### src/rtl/riscv_pkg.sv
// Shared load/store encodings and LSU state type, common to the decoder and the LSU.
package riscv_pkg;

   localparam logic [2:0] LSU_B  = 3'b000;
   localparam logic [2:0] LSU_H  = 3'b001;
   localparam logic [2:0] LSU_W  = 3'b010;
   localparam logic [2:0] LSU_BU = 3'b100;
   localparam logic [2:0] LSU_HU = 3'b101;

   typedef enum logic [1:0] {
      LSU_IDLE,
      LSU_BUS,
      LSU_DONE
   } lsu_state_t;

endpackage

### src/rtl/riscv_lsu_align.sv
// Lane steering for a 32-bit data bus: byte enables, store replication, load extract/extend.
module riscv_lsu_align
   import riscv_pkg::*;
(
   input  logic [2:0]  size,
   input  logic [1:0]  addr_lo,
   input  logic [31:0] wd,
   input  logic [31:0] rd,
   output logic [3:0]  be,
   output logic [31:0] wd_lane,
   output logic [31:0] rd_ext,
   output logic        misaligned
);

   logic [7:0]  rd_byte;
   logic [15:0] rd_half;

   always_comb begin
      case (addr_lo)
         2'd0:    rd_byte = rd[7:0];
         2'd1:    rd_byte = rd[15:8];
         2'd2:    rd_byte = rd[23:16];
         default: rd_byte = rd[31:24];
      endcase
      rd_half = addr_lo[1] ? rd[31:16] : rd[15:0];
   end

   // Undefined size encodings fall through to the word case.
   always_comb begin
      be         = 4'b1111;
      wd_lane    = wd;
      rd_ext     = rd;
      misaligned = 1'b0;
      case (size)
         LSU_B, LSU_BU: begin
            be      = 4'b0001 << addr_lo;
            wd_lane = {4{wd[7:0]}};
            rd_ext  = (size == LSU_B) ? {{24{rd_byte[7]}}, rd_byte} : {24'h0, rd_byte};
         end
         LSU_H, LSU_HU: begin
            be         = addr_lo[1] ? 4'b1100 : 4'b0011;
            wd_lane    = {2{wd[15:0]}};
            rd_ext     = (size == LSU_H) ? {{16{rd_half[15]}}, rd_half} : {16'h0, rd_half};
            misaligned = addr_lo[0];
         end
         default: begin
            misaligned = |addr_lo;
         end
      endcase
   end

endmodule

### src/rtl/riscv_lsu.sv
// Load/store unit: turns a core memory request into one req/ack bus transaction and stalls the core.
//
//   state    | meaning
//   ---------+-----------------------------------------------------------
//   LSU_IDLE | waiting for an aligned core request; bus idle
//   LSU_BUS  | bus_req_o held with stable fields until ack or timeout
//   LSU_DONE | result valid, stall released; core request ignored
module riscv_lsu
   import riscv_pkg::*;
#(
   parameter int ADDR_W         = 32,
   parameter int TIMEOUT_CYCLES = 16
) (
   input  logic              clk,
   input  logic              reset,
   input  logic              core_req_i,
   input  logic              core_we_i,
   input  logic [2:0]        core_size_i,
   input  logic [31:0]       core_addr_i,
   input  logic [31:0]       core_wd_i,
   output logic [31:0]       core_rd_o,
   output logic              core_stall_o,
   output logic              misaligned_o,
   output logic              bus_err_o,
   output logic              bus_req_o,
   output logic              bus_we_o,
   output logic [3:0]        bus_be_o,
   output logic [ADDR_W-1:0] bus_addr_o,
   output logic [31:0]       bus_wd_o,
   input  logic [31:0]       bus_rd_i,
   input  logic              bus_ack_i
);

   localparam int CNT_W = (TIMEOUT_CYCLES > 1) ? $clog2(TIMEOUT_CYCLES) : 1;

   lsu_state_t       state;
   logic [2:0]       size_q;
   logic [1:0]       addr_lo_q;
   logic [CNT_W-1:0] cnt;

   logic [2:0]  sel_size;
   logic [1:0]  sel_addr_lo;
   logic [3:0]  be;
   logic [31:0] wd_lane;
   logic [31:0] rd_ext;
   logic        misaligned;
   logic        timeout_hit;

   // In IDLE the aligner looks at the live request; afterwards at the latched access.
   assign sel_size    = (state == LSU_IDLE) ? core_size_i : size_q;
   assign sel_addr_lo = (state == LSU_IDLE) ? core_addr_i[1:0] : addr_lo_q;

   riscv_lsu_align u_align (
      .size       (sel_size),
      .addr_lo    (sel_addr_lo),
      .wd         (core_wd_i),
      .rd         (bus_rd_i),
      .be         (be),
      .wd_lane    (wd_lane),
      .rd_ext     (rd_ext),
      .misaligned (misaligned)
   );

   assign misaligned_o = (state == LSU_IDLE) && core_req_i && misaligned;
   assign core_stall_o = ((state == LSU_IDLE) && core_req_i && !misaligned) || (state == LSU_BUS);
   assign timeout_hit  = (TIMEOUT_CYCLES != 0) && (int'(cnt) == TIMEOUT_CYCLES - 1);

   always_ff @(posedge clk or posedge reset) begin
      if (reset) begin
         state      <= LSU_IDLE;
         size_q     <= LSU_W;
         addr_lo_q  <= 2'b00;
         cnt        <= '0;
         bus_req_o  <= 1'b0;
         bus_we_o   <= 1'b0;
         bus_be_o   <= 4'b0000;
         bus_addr_o <= '0;
         bus_wd_o   <= 32'h0;
         core_rd_o  <= 32'h0;
         bus_err_o  <= 1'b0;
      end else begin
         bus_err_o <= 1'b0;
         case (state)
            LSU_IDLE: begin
               if (core_req_i && !misaligned) begin
                  state      <= LSU_BUS;
                  size_q     <= core_size_i;
                  addr_lo_q  <= core_addr_i[1:0];
                  cnt        <= '0;
                  bus_req_o  <= 1'b1;
                  bus_we_o   <= core_we_i;
                  bus_be_o   <= be;
                  bus_addr_o <= {core_addr_i[ADDR_W-1:2], 2'b00};
                  bus_wd_o   <= wd_lane;
               end
            end
            LSU_BUS: begin
               // Ack wins over a timeout landing in the same cycle.
               if (bus_ack_i) begin
                  state     <= LSU_DONE;
                  bus_req_o <= 1'b0;
                  if (!bus_we_o) begin
                     core_rd_o <= rd_ext;
                  end
               end else if (timeout_hit) begin
                  state     <= LSU_DONE;
                  bus_req_o <= 1'b0;
                  core_rd_o <= 32'h0;
                  bus_err_o <= 1'b1;
               end else begin
                  cnt <= cnt + 1'b1;
               end
            end
            LSU_DONE: begin
               state <= LSU_IDLE;
            end
            default: begin
               state <= LSU_IDLE;
            end
         endcase
      end
   end

endmodule

### config.mk
export PLATFORM = sky130hd
export DESIGN_NAME = riscv_lsu
export DESIGN_NICKNAME = d
export VERILOG_FILES = /design/src/rtl/riscv_pkg.sv /design/src/rtl/riscv_lsu_align.sv /design/src/rtl/riscv_lsu.sv
export SDC_FILE = /design/constraint.sdc
export NUM_CORES = 1
export LEC_CHECK = 0
export ABC_AREA = 1
export BUFFER_PORTS_ARGS = -buffer_cell sky130_fd_sc_hd__buf_2
export CAP_MARGIN = 20
export CORE_ASPECT_RATIO = 2
export CORE_UTILIZATION = 40
export CTS_BUF_LIST = sky130_fd_sc_hd__clkbuf_4 sky130_fd_sc_hd__clkbuf_8
export DETAILED_ROUTE_END_ITERATION = 6
export MAX_ROUTING_LAYER = met4
export PLACE_DENSITY_LB_ADDON = 0.15
export SETUP_SLACK_MARGIN = 0.5
export SYNTH_ARGS = -nofsm -noshare
export SYNTH_HDL_FRONTEND = slang
export SYNTH_SLANG_ARGS = --single-unit
### constraint.sdc
create_clock -name clk -period 11 [get_ports clk]
set_input_delay 1.65 -clock clk [delete_from_list [all_inputs] [get_ports clk]]
set_output_delay 1.65 -clock clk [all_outputs]
set_load 0.05 [all_outputs]
==> run_results.csv, run 1 <==
group,metric,value,unit
run_status,run_status,"complete, but fails checks",
run_status,violations,"DRC",
setup_path,worstPathMaxFanout,51,
cts,cts.reportedPaths.clkPinSlew,0.10,ns
routing,finalWirelength,15.5,mm
cts,cts_buffer_depth,2,
setup_path,required,9.35,ns
pwr,p_leak,0.00401,uW
sta,finalWorstSetupSlack,5.69,ns
cells_and_area,num_antenna_cells,0,
cells_and_area,fill_cells,1427,
placement,place_inst,1027,
yosys,synth_cell_types,30,
pwr,power_density,374,nW/um^2
floorplan,die_area,13900,um^2
global_routing,grt_max_degree,100,
routing,drtPass1Iterations,7,
yosys,synth_most_common_cell,"nand2_1",
cts,h-tree-depth,3,
cells_and_area,final_area,6690,um^2
yosys,synth_area_leader_cell,"dfrtp_1",
global_routing,antenna_found_initial,0,
floorplan,die_w,84.0,um
sta,layout_min_cycle_time,5.31,ns
cts,postCtsHoldBufs,0,
cts,cts-resized-gates,0,
yosys,ys_seq_area_share,52.1,%
pwr,ir_worst_vdd,180,uV
routing,vias,5181,
placement,place.gp.congestion,0.887,
sta,setup_tns,0,ns
sta,fmax,188,MHz
setup_path,cp-end-kind,"output pin",
yosys,netlist_area,5380,um^2
floorplan,fp.dieH,166,um
global_routing,grt_use_total,23.1,%
yosys,yosys_warnings,0,
floorplan,rows,59,
yosys,synth_edf_count,0,
sta,period_share,48.2,%
min_path,hp-class,"flop to flop",
floorplan,pin_count,209,
yosys,synth_top_area_share,51.6,%
setup_path,critPathLaunchType,"input pin",
cells_and_area,num-nets-final,992,
setup_path,worstSetupPathType,"input pin to output pin",
placement,dp_slack,5.69,ns
cts,cts_tree,"built",
global_routing,grt_pass1_wl,24.8,mm
cts,cts_num_sinks,112,
pwr,design_power_total,2500,uW
cts,clkLatencyLatePin,0.37,ns
yosys,synth_area_per_cell,7.67,um^2
placement,dp_hpwl,11.2,mm
yosys,synthCells,701,
cts,cts_root_buffer,"clkbuf_8",
sta,final_hold_viol_count,0,
setup_path,arrival,3.66,ns
sta,setup_viol,0,
routing,via_per_inst,4.96,
global_routing,grt_pass1_vias,5056,
cells_and_area,area_delta_synth_final,24.3,%
routing,drc,32,
cells_and_area,instances_no_fill,1044,
cts,post-cts-setup-buffer-count,0,
yosys,ys_async_sr_fraction,100,%
job,max_cap_violations,0,
routing,ant_nets,0,
sta,slew_violations,0,
cts,numCtsBuffers,9,
yosys,synth_area_leaders,"dfrtp_1, nand2_1, nand3_1, o21ai_0, inv_1",
sta,rsz0062_at_grt,"false",
sta,slew_headroom,32.0,%
routing,routedWlPerCell,14.8,um
sta,tightest_slew,1.02,ns
cells_and_area,drive_above_1_share,28.0,%
sta,finClkSkew,0.0123,ns
placement,io_buffers,206,
yosys,ys_ff_latch,112,
global_routing,overflow,0,
routing,drt_iter0_markers,270,
yosys,synth_top_cells_by_count,"nand2_1, dfrtp_1, nand3_1, inv_1, o21ai_0",
floorplan,core-area,13100,um^2
placement,postPlaceCellArea,6470,um^2
floorplan,start_util,41.2,%
yosys,ys.flop_type,"dfrtp_1",
metrics by stage:
stage                     utilization [%]  hold WS, ns
after global placement               49.5        0.449
after CTS                            51.0        0.483
after floorplan                         -        0.442
after detailed placement             49.5        0.455
final                                51.2        0.479
after global routing                 51.2        0.496
final timing paths:
path	start	end	slack, ns	depth (start not counted)
setup / recovery	core_size_i[1]	core_stall_o	5.69	10
hold / removal	size_q[0]$_DFFE_PP0P_	size_q[0]$_DFFE_PP0P_	0.48	2
setup reg to reg	state[0]$_DFFE_PP0P_	bus_wd_o[16]$_DFFE_PP0P_	7.57	11
hold reg to reg	size_q[0]$_DFFE_PP0P_	size_q[0]$_DFFE_PP0P_	0.48	2
max in group asynchronous	reset	size_q[0]$_DFFE_PP0P_	8.41	3
min in group asynchronous	reset	bus_addr_o[3]$_DFFE_PP0P_	1.36	2
state kept, by name, indices dropped and copies added, names as in the netlist:
signal / cells
bus_err_o: 1
state: 2
bus_addr_o: 30
bus_be_o: 4
bus_req_o: 1
addr_lo_q: 2
bus_we_o: 1
core_rd_o: 32
size_q: 3
cnt: 4
bus_wd_o: 32
layout make-up:
type                            count  area, um^2  area share [%]
Inverter                           44         168            2.51
Clock buffer                       10         138            2.06
Multi-Input combinational cell    508        2240            33.5
Tap cell                          152         190            2.84
Sequential cell                   112        2800            41.9
Timing Repair Buffer              212        1100            16.4
Clock inverter                      6        50.0           0.749
layer usage:
metal	global-route usage (%)	vias up	routed length, um
met2	40.2	170	8240
li1	-	2575	-
met4	10.7	0	503
met3	2.93	30	763
met5	-	-	0
met1	26.2	2406	5970
cells in the final DEF (no fill, tap or decap), types with 2 or more instances in the layout:
cell and n:
nor2_1 13, inv_1 39, nand3_1 81, nor2_2 2, inv_6 2, dfrtp_1 111
o21ai_1 21, inv_2 4, conb_1 2, clkbuf_8 10, a21oi_1 18, nor3_1 2
a21o_1 8, nand2_1 307, o21ai_0 36, nor2_4 4, nand2_2 4, buf_2 206
buf_4 5
cell families after synthesis:
| logic type | Yosys count | synth area share [%] |
|---|---|---|
| fa+ha+maj | 1 | 0.233 |
| flops | 112 | 52.1 |
| other cells | 1 | 0.0697 |
| xor+xnor | 2 | 0.326 |
| buf+inv | 82 | 6.58 |
| compound gates | 86 | 8.54 |
| simple gates | 417 | 32.1 |
report_power, final:
| group | internal, uW | switching [uW] | total, uW |
|---|---|---|---|
| registers | 606 | 109 | 715 |
| clock network | 92.1 | 148 | 240 |
| logic | 345 | 1200 | 1540 |
| total | 1040 | 1450 | 2500 |
critical path, stage by stage:
cell and delay (ns):
buf_2 0.09, inv_1 0.07, nand2_1 0.05, nand2_1 0.07, buf_4 0.37, o21ai_1 0.15
nand2_2 0.76, nand2_4 0.06, nand2_1 0.09, buf_2 0.25
No activity file was read; power rests on OpenSTA's default activity.
==> inputs of run 2 (changes only) <==
- clock period: 11 -> 4.65 ns (I/O delays scaled with it)
==> run 2 against run 1 <==
The run still ends with DRC left. Non-clock buffer count increased by 2. Sequential power grew 140%. Routed wire length up 1.5%. Critical path type is now flop to output pin. Global-route usage grew 0.49 points. Final area hardly changed. Via count grew 0.87%. Combinational power rose by 140%. Clock skew rose by 0.00055 ns. Worst setup slack got worse by 4.4 ns. First-iteration DRC count fell by 13%. Power up 140%.
==> run_results.csv, run 2 (synthesis results as in run 1) <==
group,metric,value,unit
run_status,run_status,"complete, but fails checks",
run_status,violations,"DRC",
global_routing,grt_use_total,23.6,%
cts,cts_buffer_depth,2,
routing,finalWirelength,15.7,mm
cts,cts.reportedPaths.clkPinSlew,0.11,ns
sta,period_share,71.3,%
floorplan,core-area,13100,um^2
global_routing,grt_pass1_wl,25.0,mm
cells_and_area,drive_above_1_share,28.1,%
sta,fmax,302,MHz
setup_path,required,3.95,ns
routing,ant_nets,0,
sta,setup_viol,0,
floorplan,start_util,41.2,%
cts,cts_root_buffer,"clkbuf_8",
floorplan,rows,59,
cts,cts_num_sinks,112,
cells_and_area,final_area,6680,um^2
sta,layout_min_cycle_time,3.31,ns
cells_and_area,final_common_cell,"nand2_1",
global_routing,overflow,0,
global_routing,grt_max_degree,101,
cts,cts_tree,"built",
job,max_cap_violations,0,
cts,post-cts-setup-buffer-count,0,
cells_and_area,fill_cells,1392,
routing,via_per_inst,5.00,
cells_and_area,top_regs,"bus_wd_o x32, core_rd_o x32, bus_addr_o x30",
floorplan,fp.dieH,166,um
pwr,p_sw_share,58.4,%
routing,drc,32,
min_path,hp-class,"input pin to asynchronous set/reset pin",
cells_and_area,multi_input_comb_area,2240,um^2
cells_and_area,num_antenna_cells,0,
pwr,p_leak,0.00402,uW
pwr,seqPwrFrac,28.7,%
cells_and_area,register_area,2800,um^2
floorplan,die_w,84.0,um
routing,routedWlPerCell,15.0,um
setup_path,worstSetupPathType,"flop to output pin",
setup_path,rr_worst_depth,10,
sta,rsz0062_at_grt,"false",
routing,vias,5226,
placement,place.gp.congestion,0.919,
cells_and_area,mostFrequentLayoutCells,"nand2_1, buf_2, dfrtp_1",
placement,postPlaceCellArea,6510,um^2
sta,setup_tns,0,ns
pwr,p_clk_share,9.1,%
cts,h-tree-depth,3,
floorplan,pin_count,209,
sta,slew_headroom,33.8,%
routing,drtPass1Iterations,7,
sta,finClkSkew,0.0128,ns
cts,clkLatencyLatePin,0.38,ns
sta,final_hold_viol_count,0,
cts,numCtsBuffers,9,
placement,io_buffers,206,
pwr,power_density,883,nW/um^2
pwr,combinationalPowerShare,62.2,%
pwr,ir_worst_vdd,381,uV
cells_and_area,num-nets-final,994,
pwr,switchingPower,3450,uW
global_routing,antenna_found_initial,0,
global_routing,grt_pass1_vias,5057,
sta,slew_violations,0,
setup_path,critPathLaunchType,"flop",
routing,drt_iter0_markers,235,
setup_path,worstPathMaxFanout,15,
sta,tightest_slew,0.994,ns
placement,dp_hpwl,11.5,mm
cts,postCtsHoldBufs,0,
floorplan,die_area,13900,um^2
cells_and_area,area_delta_synth_final,24.2,%
cts,cts-resized-gates,0,
pwr,internal-power,2450,uW
setup_path,arrival,2.62,ns
setup_path,cp-end-kind,"output pin",
run 2: final timing paths:
path | slack (ns) | from | to
max | 1.34 | state[0]$_DFFE_PP0P_ | misaligned_o
min | 0.42 | reset | bus_we_o$_DFFE_PP0P_
max reg2reg | 1.71 | state[0]$_DFFE_PP0P_ | bus_wd_o[21]$_DFFE_PP0P_
min reg2reg | 0.48 | bus_addr_o[5]$_DFFE_PP0P_ | bus_addr_o[5]$_DFFE_PP0P_
max in group asynchronous | 3.30 | reset | core_rd_o[0]$_DFFE_PP0P_
min in group clk | 0.48 | bus_addr_o[5]$_DFFE_PP0P_ | bus_addr_o[5]$_DFFE_PP0P_
run 2: metal layers:
layer	track usage (%)	vias up	wire [um]
met5	-	-	0
met4	11.7	0	605
met3	2.73	39	713
met2	40.7	194	8260
met1	26.9	2404	6130
li1	-	2589	-
run 2: stage by stage:
stage	worst slack, ns	util (%)	hold WS [ns]	instances	total power, uW
global placement	1.62	49.6	0.449	1029	5370
floorplan	0.995	-	0.442	702	4510
CTS	1.25	51.1	0.423	1045	5970
finish	1.34	51.1	0.415	1045	5900
detailed placement	1.54	49.9	0.455	1030	5420
global route	1.09	51.1	0.461	1045	6300
run 2: worst max-delay path, stage by stage, from the launching register on:
cell and delay [ns]:
dfrtp_1 0.43, inv_1 0.08, nand2_1 0.16, nand2_1 0.10, nand2_1 0.34, o21ai_1 0.28, nand2_2 0.23, nor3_1 0.29
buf_2 0.32
run 2: cell type report:
| type | instances | area share [%] |
|---|---|---|
| sequential | 112 | 42.0 |
| multi-input combinational | 508 | 33.5 |
| timing repair buffer | 214 | 16.6 |
| tap | 152 | 2.85 |
| inverter | 44 | 2.51 |
| clock buffer | 9 | 1.85 |
| clock inverter | 6 | 0.655 |
run 2: power groups by stage:
stage | registers, uW | logic (uW) | clock network (uW)
floorplan | 3130 | 1380 | 0
global placement | 1710 | 3670 | 0
detailed placement | 1710 | 3710 | 0
CTS | 1700 | 3710 | 561
global route | 1750 | 3960 | 591
finish | 1690 | 3670 | 537
==> inputs of run 3 (changes only) <==
- clock period: 4.65 -> 3 ns (I/O delays scaled with it)
==> run 3 against run 2 <==
The flow still finishes with violations (DRC). Highest routed layer unchanged. Clock power rose by 82%. Critical endpoint unchanged. Via count increased by 0.69%. Largest power group unchanged. Die area did not move. Clock-buffer cell count unchanged.
==> run_results.csv, run 3 (synthesis results as in run 1) <==
group,metric,value,unit
setup_path,rr_worst_depth,12,
floorplan,start_util,41.2,%
placement,place.gp.congestion,0.872,
setup_path,cp-end-kind,"output pin",
min_path,hp-class,"input pin to asynchronous set/reset pin",
cts,cts_buffer_depth,2,
cts,cts_root_buffer,"clkbuf_8",
sta,setup_tns,0,ns
global_routing,grt_pass1_vias,5208,
run_status,violations,"DRC",
routing,vias,5262,
setup_path,timing.rr.start,"state[0]$_DFFE_PP0P_",
sta,layout_min_cycle_time,2.46,ns
setup_path,required,2.55,ns
global_routing,overflow,0,
cts,numCtsBuffers,9,
sta,slew_violations,0,
cells_and_area,register_area,2800,um^2
setup_path,reg2reg_to,"core_rd_o[14]$_DFFE_PP0P_",
cells_and_area,num-nets-final,1003,
global_routing,antenna_found_initial,0,
setup_path,worstPathMaxFanout,7,
sta,fmax,407,MHz
floorplan,core-area,13100,um^2
sta,tightest_slew,0.768,ns
routing,drt_iter0_markers,273,
routing,finalWirelength,16.2,mm
setup_path,cpPeakStageDelay,0.42,ns
pwr,power_density,1380,nW/um^2
cells_and_area,top_regs,"bus_wd_o x32, core_rd_o x32, bus_addr_o x30",
floorplan,die_w,84.0,um
run_status,run_status,"complete, but fails checks",
floorplan,rows,59,
sta,final_hold_viol_count,0,
cells_and_area,multi_input_comb_area,2330,um^2
routing,drtPass1Iterations,6,
routing,ant_nets,0,
cells_and_area,drive_above_1_share,29.6,%
sta,period_share,81.8,%
sta,slew_headroom,48.7,%
routing,drc,26,
pwr,ir_worst_vdd,1040,uV
setup_path,arrival,2.01,ns
cells_and_area,final_common_cell,"nand2_1",
global_routing,grt_use_total,24.2,%
setup_path,r2r_setup_slack,0.68,ns
global_routing,grt_max_degree,75,
cells_and_area,num_antenna_cells,0,
floorplan,pin_count,209,
job,max_cap_violations,0,
setup_path,crit_slowest_cell,"dfrtp_1",
pwr,p_leak,0.00410,uW
cts,cts_num_sinks,112,
placement,dp_hpwl,11.6,mm
setup_path,worstSetupPathType,"flop to output pin",
sta,setup_viol,0,
routing,via_per_inst,4.99,
setup_path,critPathLaunchType,"flop",
sta,finClkSkew,0.0121,ns
cells_and_area,utilization,52.8,%
setup_path,path_cells,"buf_4, nor2_4, buf_4, o21ai_4, o21ai_4, nand2_4, nor3_4, buf_6",
global_routing,grt_pass1_wl,25.5,mm
floorplan,die_area,13900,um^2
cells_and_area,fill_cells,1351,
cts,clkLatencyLatePin,0.38,ns
cts,cts_tree,"built",
placement,io_buffers,206,
cells_and_area,mostFrequentLayoutCells,"nand2_1, buf_2, dfrtp_1",
cts,h-tree-depth,3,
cts,postCtsHoldBufs,0,
sta,rsz0062_at_grt,"true",
cts,cts.reportedPaths.clkPinSlew,0.12,ns
floorplan,fp.dieH,166,um
cells_and_area,area_delta_synth_final,28.3,%
routing,routedWlPerCell,15.4,um
run 3: cell types whose count changed in the layout (fill, tap and decap cells not counted), sizes merged:
cell,change
nand2,+1
clkinvlp,+1
buf,+8
bufinv,+1
inv,-1
run 3: stage by stage:
stage / hold slack, ns / total power [uW] / worst slack, ns / cell area, um^2 / cells
CTS: 0.200 / 9480 / 0.503 / 6800 / 1048
global route: 0.218 / 10200 / 0.449 / 6900 / 1055
global placement: 0.448 / 8320 / 0.514 / 6540 / 1030
floorplan: 0.442 / 7000 / 0.696 / 5390 / 702
detailed placement: 0.453 / 8370 / 0.448 / 6540 / 1030
finish: 0.183 / 9530 / 0.545 / 6900 / 1055
run 3: worst max-delay path by stage:
stage,startpoint,endpoint,slack [ns],depth (start not counted)
global placement,state[1]$_DFFE_PP0P_,core_stall_o,0.51,8
floorplan,state[0]$_DFFE_PP0P_,misaligned_o,0.70,8
global route,state[0]$_DFFE_PP0P_,misaligned_o,0.45,8
finish,state[0]$_DFFE_PP0P_,misaligned_o,0.54,8
detailed placement,state[1]$_DFFE_PP0P_,core_stall_o,0.45,8
CTS,state[1]$_DFFE_PP0P_,core_stall_o,0.50,8
run 3: final cells by class:
| class | instances | share of cell area, % |
|---|---|---|
| clock buffers | 9 | 1.80 |
| clock inverters | 7 | 1.25 |
| inverters | 44 | 2.45 |
| multi-input cells | 509 | 33.7 |
| flip-flops and latches | 112 | 40.6 |
| well taps | 152 | 2.76 |
| repair buffers | 222 | 17.4 |
run 3: power breakdown:
| part | leakage, uW | switching, uW | internal [uW] | total [uW] |
|---|---|---|---|---|
| clock | 0.000104 | 572 | 404 | 977 |
| combinational | 0.00257 | 4530 | 1420 | 5950 |
| sequential | 0.00142 | 384 | 2220 | 2610 |
run 3: per-layer routing:
metal  vias up  global-route usage (%)  wire (um)
li1       2608                       -          -
met1      2420                    26.3       6180
met2       188                    42.2       8530
met3        46                    3.73        814
met4         0                    12.5        688
met5         -                       -          0
run 3: repair_timing:
item | 4_1_cts | 5_1_grt
setup buffers | 1 | 7
cloned | 1 | 0
resized for setup | 9 | 9
setup endpoints to repair | 5 | 12
pin swaps | 2 | 5
run 3: critical path: cells and delay by family (launching register included):
family | cells | cell delay (ns)
AO/OA/AOI/OAI | 2 | 0.17
buffers and inverters | 3 | 0.51
flip-flops | 1 | 0.42
AND/OR/NAND/NOR | 3 | 0.52
